**src/rtl/multdiv_pkg.sv**
```systemverilog
// Shared definitions for the multicycle mult/div issue controller: state encoding,
// op-select constants and default widths.
package multdiv_pkg;

  typedef enum logic [1:0] {
    ST_IDLE  = 2'd0,
    ST_ISSUE = 2'd1,
    ST_WAIT  = 2'd2,
    ST_RESP  = 2'd3
  } state_t;

  localparam logic OP_MULT = 1'b0;
  localparam logic OP_DIV  = 1'b1;

  localparam int WIDTH_DEF   = 32;
  localparam int TAG_W_DEF   = 5;
  localparam int TIMEOUT_DEF = 48;

endpackage

```
**src/rtl/multdiv_watchdog.sv**
```systemverilog
// WAIT-state watchdog, instantiated only when MULTDIV_TIMEOUT_EN is defined.
// o_expired fires in the TIMEOUT_CYCLES-th consecutive enabled cycle after a clear.
module multdiv_watchdog #(
  parameter int TIMEOUT_CYCLES = 48
) (
  input  logic i_clock,
  input  logic i_reset,
  input  logic i_clear,
  input  logic i_enable,
  output logic o_expired
);

  localparam int CW = $clog2(TIMEOUT_CYCLES + 1);
  localparam logic [CW-1:0] LAST = CW'(TIMEOUT_CYCLES - 1);

  logic [CW-1:0] r_count;
  logic          w_at_limit;

  assign w_at_limit = (r_count == LAST);
  assign o_expired  = i_enable & w_at_limit;

  // Saturates at the limit so a held enable cannot wrap the counter.
  always_ff @(posedge i_clock) begin
    if (i_reset || i_clear) begin
      r_count <= '0;
    end else if (i_enable && !w_at_limit) begin
      r_count <= r_count + 1'b1;
    end
  end

endmodule

```
**src/rtl/multdiv_issue_ctrl.sv**
```systemverilog
// Initiator side of the multicycle mult/div handshake: IDLE -> ISSUE -> WAIT -> RESP.
// Optional WAIT watchdog is enabled by defining MULTDIV_TIMEOUT_EN.
module multdiv_issue_ctrl
  import multdiv_pkg::*;
#(
  parameter int WIDTH          = WIDTH_DEF,
  parameter int TAG_W          = TAG_W_DEF,
  parameter int TIMEOUT_CYCLES = TIMEOUT_DEF
) (
  input  logic             clock,
  input  logic             reset,
  input  logic             req_valid,
  input  logic             req_is_div,
  input  logic [WIDTH-1:0] req_opA,
  input  logic [WIDTH-1:0] req_opB,
  input  logic [TAG_W-1:0] req_tag,
  output logic             req_ready,
  output logic             md_ctrl_MULT,
  output logic             md_ctrl_DIV,
  output logic [WIDTH-1:0] md_operandA,
  output logic [WIDTH-1:0] md_operandB,
  input  logic [WIDTH-1:0] md_result,
  input  logic             md_exception,
  input  logic             md_resultRDY,
  output logic             rsp_valid,
  output logic [WIDTH-1:0] rsp_result,
  output logic             rsp_exception,
  output logic [TAG_W-1:0] rsp_tag,
  input  logic             rsp_ready,
  output logic             busy,
  output state_t           dbg_state
);

  // Handshakes: a transfer happens in any cycle where valid & ready are both 1 at
  // the clock edge; valid never waits on ready, and a producer holds its payload
  // stable while valid=1 and ready=0.

  state_t           r_state;
  state_t           w_state_nxt;
  logic             r_rst_done;
  logic             r_is_div;
  logic [TAG_W-1:0] r_tag;
  logic [WIDTH-1:0] r_opA;
  logic [WIDTH-1:0] r_opB;
  logic [WIDTH-1:0] r_rsp_result;
  logic             r_rsp_exc;
  logic [TAG_W-1:0] r_rsp_tag;
  logic             w_accept;
  logic             w_done;
  logic             w_timeout;

`ifdef MULTDIV_TIMEOUT_EN
  multdiv_watchdog #(
    .TIMEOUT_CYCLES(TIMEOUT_CYCLES)
  ) u_watchdog (
    .i_clock  (clock),
    .i_reset  (reset),
    .i_clear  (r_state == ST_ISSUE),
    .i_enable (r_state == ST_WAIT),
    .o_expired(w_timeout)
  );
`else
  assign w_timeout = 1'b0;
`endif

  // r_rst_done holds req_ready low for the first cycle after reset releases.
  assign req_ready = r_rst_done &
                     ((r_state == ST_IDLE) || ((r_state == ST_RESP) && rsp_ready));
  assign w_accept  = req_valid & req_ready;
  // RDY is only meaningful in WAIT; stale pulses elsewhere are dropped here.
  assign w_done    = (r_state == ST_WAIT) & (md_resultRDY | w_timeout);

  assign md_ctrl_MULT  = (r_state == ST_ISSUE) && (r_is_div == OP_MULT);
  assign md_ctrl_DIV   = (r_state == ST_ISSUE) && (r_is_div == OP_DIV);
  assign md_operandA   = r_opA;
  assign md_operandB   = r_opB;
  assign rsp_valid     = (r_state == ST_RESP);
  assign rsp_result    = r_rsp_result;
  assign rsp_exception = r_rsp_exc;
  assign rsp_tag       = r_rsp_tag;
  assign busy          = (r_state != ST_IDLE);
  assign dbg_state     = r_state;

  always_comb begin
    w_state_nxt = r_state;
    unique case (r_state)
      ST_IDLE:  if (w_accept) w_state_nxt = ST_ISSUE;
      ST_ISSUE: w_state_nxt = ST_WAIT;
      ST_WAIT:  if (w_done) w_state_nxt = ST_RESP;
      ST_RESP:  if (rsp_ready) w_state_nxt = w_accept ? ST_ISSUE : ST_IDLE;
      default:  w_state_nxt = ST_IDLE;
    endcase
  end

  always_ff @(posedge clock) begin
    if (reset) begin
      r_state <= ST_IDLE;
    end else begin
      r_state <= w_state_nxt;
    end
  end

  // Operands/tag load only on accept, which cannot occur in ISSUE or WAIT.
  always_ff @(posedge clock) begin
    if (reset) begin
      r_rst_done   <= 1'b0;
      r_is_div     <= OP_MULT;
      r_tag        <= '0;
      r_opA        <= '0;
      r_opB        <= '0;
      r_rsp_result <= '0;
      r_rsp_exc    <= 1'b0;
      r_rsp_tag    <= '0;
    end else begin
      r_rst_done <= 1'b1;
      if (w_accept) begin
        r_is_div <= req_is_div;
        r_tag    <= req_tag;
        r_opA    <= req_opA;
        r_opB    <= req_opB;
      end
      if (w_done) begin
        r_rsp_result <= md_resultRDY ? md_result : '0;
        r_rsp_exc    <= md_resultRDY ? md_exception : 1'b1;
        r_rsp_tag    <= r_tag;
      end
    end
  end

endmodule

```
**config.mk**
```make
export PLATFORM = sky130hd
export DESIGN_NAME = multdiv_issue_ctrl
export DESIGN_NICKNAME = d
export VERILOG_FILES = /design/src/rtl/multdiv_pkg.sv /design/src/rtl/multdiv_watchdog.sv /design/src/rtl/multdiv_issue_ctrl.sv
export SDC_FILE = /design/constraint.sdc
export NUM_CORES = 1
export LEC_CHECK = 0
export ABC_AREA = 1
export CORE_UTILIZATION = 40
export CTS_BUF_LIST = sky130_fd_sc_hd__clkbuf_4 sky130_fd_sc_hd__clkbuf_8
export DETAILED_ROUTE_END_ITERATION = 16
export PLACE_DENSITY = 0.93
export SETUP_SLACK_MARGIN = 0.02
export SKIP_CTS_REPAIR_TIMING = 1
export SYNTH_ARGS = -nofsm -noshare
export SYNTH_HDL_FRONTEND = slang
export SYNTH_SLANG_ARGS = --single-unit
```
**constraint.sdc**
```tcl
create_clock -name clock -period 2.8 [get_ports clock]
set_clock_uncertainty 0.1 [all_clocks]
set_input_delay 0.56 -clock clock [delete_from_list [all_inputs] [get_ports clock]]
set_output_delay 0.56 -clock clock [all_outputs]
set_load 0.01 [all_outputs]
```
## Word level (Yosys, flattened, before mapping)

Cells that the tools add are included.

| word-level totals | value |
|---|---|
| bits in registers | 111 |
| bits of input ports | 108 |
| output and inout bits | 109 |
| word-level logic and storage cells | 34 |

| cells by class | value |
|---|---|
| eq/ne operators | 6 |
| mux-type cells | 8 |
| bitwise operators | 4 |
| reductions and logical operators | 7 |

Operators with widths:

| kind | count |
|---|---|
| 32-bit 2-to-1 mux | 1 |
| 2-bit case mux with 4 select lines | 1 |
| 2-bit 2-to-1 mux | 3 |
| 2-bit == test (second input constant) | 2 |
| 2-bit inequality test (second input constant) | 2 |
| 1-bit AND | 3 |
| 1-bit logical AND | 3 |
| 1-bit 2-to-1 mux | 3 |
| 3-bit AND reduction | 1 |
| 2-bit by 1-bit == test with 1-bit output (second input constant) | 1 |
| 2-bit logical NOT | 1 |
| 2-bit by 1-bit inequality test with 1-bit output (second input constant) | 1 |
| 2-bit nonzero test | 1 |
| 1-bit logical OR | 1 |
| 1-bit NOT | 1 |

## Depth between registers and ports, before layout

| logic depth | value |
|---|---|
| word-level depth | 8 |
| gate-level depth with buffers | 9 |
| depth with buffers taken out | 8 |

## Worst setup path before layout

Ideal clock, no wire load.

| timing path | value |
|---|---|
| kind | register to output |
| start | register r_state[0] (netlist: dbg_state[0]) |
| end | output req_ready |
| data arrival time | 1238 ps |
| data required time | 2140 ps |
| setup slack | 902 ps |
| stages on the path, launching flop included | 6 |
| path buffers | 2 |
| cells stage by stage | dfxtp_1 ha_1 nand2_1 a21boi_2 buf_6 buf_6 |

| on the way | value |
|---|---|
| cells in the longest elaborated chain, start to end | 4 |
| elaborated cells on any way between the ends | 5 |
| classes of those cells | eq/ne (1); bitwise (1); reduce/logical (3) |

RTL lines:

| element | line | RTL |
|---|---|---|
| from (decl) | multdiv_issue_ctrl.sv:38 | `state_t r_state;` |
| from (signal assigned) | multdiv_issue_ctrl.sv:99 | `r_state <= w_state_nxt;` |
| 2-bit == test | n/a |  |
| named net rsp_valid | multdiv_issue_ctrl.sv:25 | `output logic rsp_valid,` |
| 1-bit logical AND | multdiv_issue_ctrl.sv:68 | `((r_state == ST_IDLE) \|\| ((r_state == ST_RESP) && rsp_ready));` |
| 1-bit logical OR | multdiv_issue_ctrl.sv:68 |  |
| 1-bit AND | multdiv_issue_ctrl.sv:67 | `assign req_ready = r_rst_done &` |
| to (decl) | multdiv_issue_ctrl.sv:17 | `output logic req_ready,` |

The timed path passes the listed nets, and every way through them passes these cells.

## Final worst setup path

| timing path | value |
|---|---|
| start | register r_state[0] (netlist: dbg_state[0]) |
| end | output req_ready |

| on the way | value |
|---|---|
| cells in the longest elaborated chain, start to end | 4 |
| elaborated cells on any way between the ends | 5 |
| classes of those cells | eq/ne (1); bitwise (1); reduce/logical (3) |

RTL lines:

| element | line |
|---|---|
| 2-bit == test | multdiv_issue_ctrl.sv:68 |
| 1-bit logical AND | multdiv_issue_ctrl.sv:68 |
| 1-bit logical OR (*) | multdiv_issue_ctrl.sv:68 |
| 1-bit AND (*) | multdiv_issue_ctrl.sv:67 |

Mark *: on every way between the ends. The rest lies on a longest branch, timed or not.

==> results.md <==
- Pins Over Slew Limit: 0
- Seq/Total Area, Yosys: 54.2%
- CTS tree: done
- Yosys top cell by area: dfxtp_1
- Die area: 10,700 sq um
- Die H: 103 um
- Clock Sinks: 111
- Worst Hold Class: flip-flop to flip-flop
- Final Net Count: 819
- Synth Register Bits: 111
- Clock buffer depth: 2
- Min Tclk post-route: 2.58 ns
- Setup TNS: 0 ns
- Cell Rows: 36
- Final setup margin: 0.219 ns
- Core Util, Final: 65.2%
- CP Max Fanout: 6
- First-pass GRT wire length: 17.8 mm
- Starting Density: 41.6%
- Syn Inst Count: 513
- Max-cap violation count: 0
- Critical Path Sink Type: output pin
- PortBufs: 216
- Final worst-path cycle share: 92.2%
- Tot GR Track Use: 21.4%
- RSZ-0062 raised after global routing: false
- Vias in the first global route: 3,991
- Hold Violations, Final: 0
- Iter 0 DRT Violations: 130
- DRT antenna net count: 0
- Commonest cells after routing, fill and taps aside: 214 x clkdlybuf4s50_1, 111 x dfxtp_1, 81 x nor2_1, 79 x nand2_1, 73 x a21oi_1
- Worst-Margin Slew: 0.703 ns
- Routability cong.: 0.759
- Pin count of the biggest net entering global routing: 72
- Maximum clock rate: 0.387 GHz
- Routed vias: 4,168
- Synth Warn #: 0
- Diodes inserted: 0
- CORE AREA: 9860 sq um
- Dpl ws: 0.0962 ns
- Post-route insts no fill: 844
- GRT overflow: 0
- CTS Buf Count: 9
- Status: finished clean
- Share of layout cells above drive strength 1: 4.08%
- Residual DRC: 0
- IR drop worst, VDD: 0.319 mV
- DP HPWL: 8.54 mm
- Pwr dens: 655 nW/um^2
- Initial antenna violation count: 0
- Skew-Pair Late Insertion Delay: 0.35 ns
- Synthesized Nets: 626
- Total wire length: 11.9 mm
- Area grow syn2layout: 56.9%
- Ports: 217
- TritonRoute pass-1 iters: 4
- Clk Tree Root Cell: clkbuf_8
- Kind of critical path: flip-flop to output pin
- Clock-pin slew on the worst setup and hold paths: 0.10 ns
- Slew HR: 53.1%
- Required @ worst endpoint: 2.14 ns
- Yosys cell types: 16
- Post-synthesis cell area: 4100 sq um
- Yosys top cell area share: 54.2%
- Most common cell after layout, fill and taps aside: clkdlybuf4s50_1
- Chip Width: 103 um
- Leak Pwr: 2.31 nW
- Arrival time at the worst endpoint: 1.92 ns
- Placed insts: 828
- Syn Area/Cell: 7.99 sq um
- H-tree depth: 3
- Tot Pwr: 4.21 mW
- Setup Viol. Count Final: 0
- Per-cell routed wire length: 14.1 um
- Top cells by area, synth: dfxtp_1 54%, a21oi_1 8.9%, nand3_1 8.5%
- Via-to-Cell Ratio: 4.94
- Startpoint class of the critical path: flip-flop
## registers in the layout, summed over array words and instances, names as in the netlist
signal	cells
md_operandA	32
md_operandB	32
rsp_result	32
r_tag	5
rsp_tag	5
dbg_state	2
r_is_div	1
r_rst_done	1
rsp_exception	1
## synth_stat cells
| master | count |
|---|---|
| dfxtp_1 | 111 |
| nor2_1 | 81 |
| nand2_1 | 79 |
| a21oi_1 | 73 |
| nand3_1 | 70 |
| o21ai_0 | 35 |
| clkbuf_1 | 20 |
| buf_2 | 13 |
| inv_1 | 9 |
| buf_6 | 8 |
| ha_1 | 5 |
| o21ai_1 | 4 |
| clkbuf_2 | 2 |
| a21boi_2 | 1 |
| nand2_4 | 1 |
| nand4_1 | 1 |
## final cells by class
class	count	area (sq um)
flip-flops and latches	111	2220
inverters	9	33.8
clock buffers	9	124
fillers	808	3430
clock inverters	7	53.8
multi-input cells	350	1610
well taps	133	166
repair buffers	225	2220
## metal layers
layer  routed length [um]  share of wire (%)  vias up  GRT usage [%]
met5                    0                  0        -              0
met4                  183                1.5        0           7.26
met3                  864                7.3       16           6.52
met2                 6100                 51      153           40.1
met1                 4740                 40     1928           22.8
li1                     -                  -     2071              -
## through the flow
stage,hold WS (ns),cell area [sq um]
floorplan,0.337,4100
global route,0.382,6430
CTS,0.366,6430
global placement,0.346,6250
finish,0.366,6430
detailed placement,0.353,6250
## path summary, 6_finish.rpt
| kind | start | to | slack [ns] | cells after the start |
|---|---|---|---|---|
| worst min register to register | r_tag[1] | r_tag[1] | 0.37 | 2 |
| worst min-delay path | r_tag[1] | r_tag[1] | 0.37 | 2 |
| worst max-delay path | dbg_state[0] | req_ready | 0.22 | 4 |
| worst max register to register | dbg_state[0] | md_operandA[7] | 0.47 | 8 |
## worst max-delay path, stage by stage, from the launching register on
cell and delay [ns]:
dfxtp_1 0.44, ha_1 0.26, nand2_1 0.12, a21boi_4 0.16, clkdlybuf4s50_1 0.60
## power by group
| part | internal, mW | leakage [nW] | switching (mW) |
|---|---|---|---|
| logic | 0.718 | 1.31 | 0.706 |
| clock network | 0.334 | 0.0879 | 0.531 |
| registers | 1.80 | 0.903 | 0.124 |
| total | 2.85 | 2.31 | 1.36 |
## kinds of logic after synthesis
group / share of synthesized area (%)
flops: 54.2
simple gates: 23.6
fa+ha+maj: 1.53
buf+inv: 6.68
compound gates: 13.9
No activity file was read; power rests on OpenSTA's default activity.
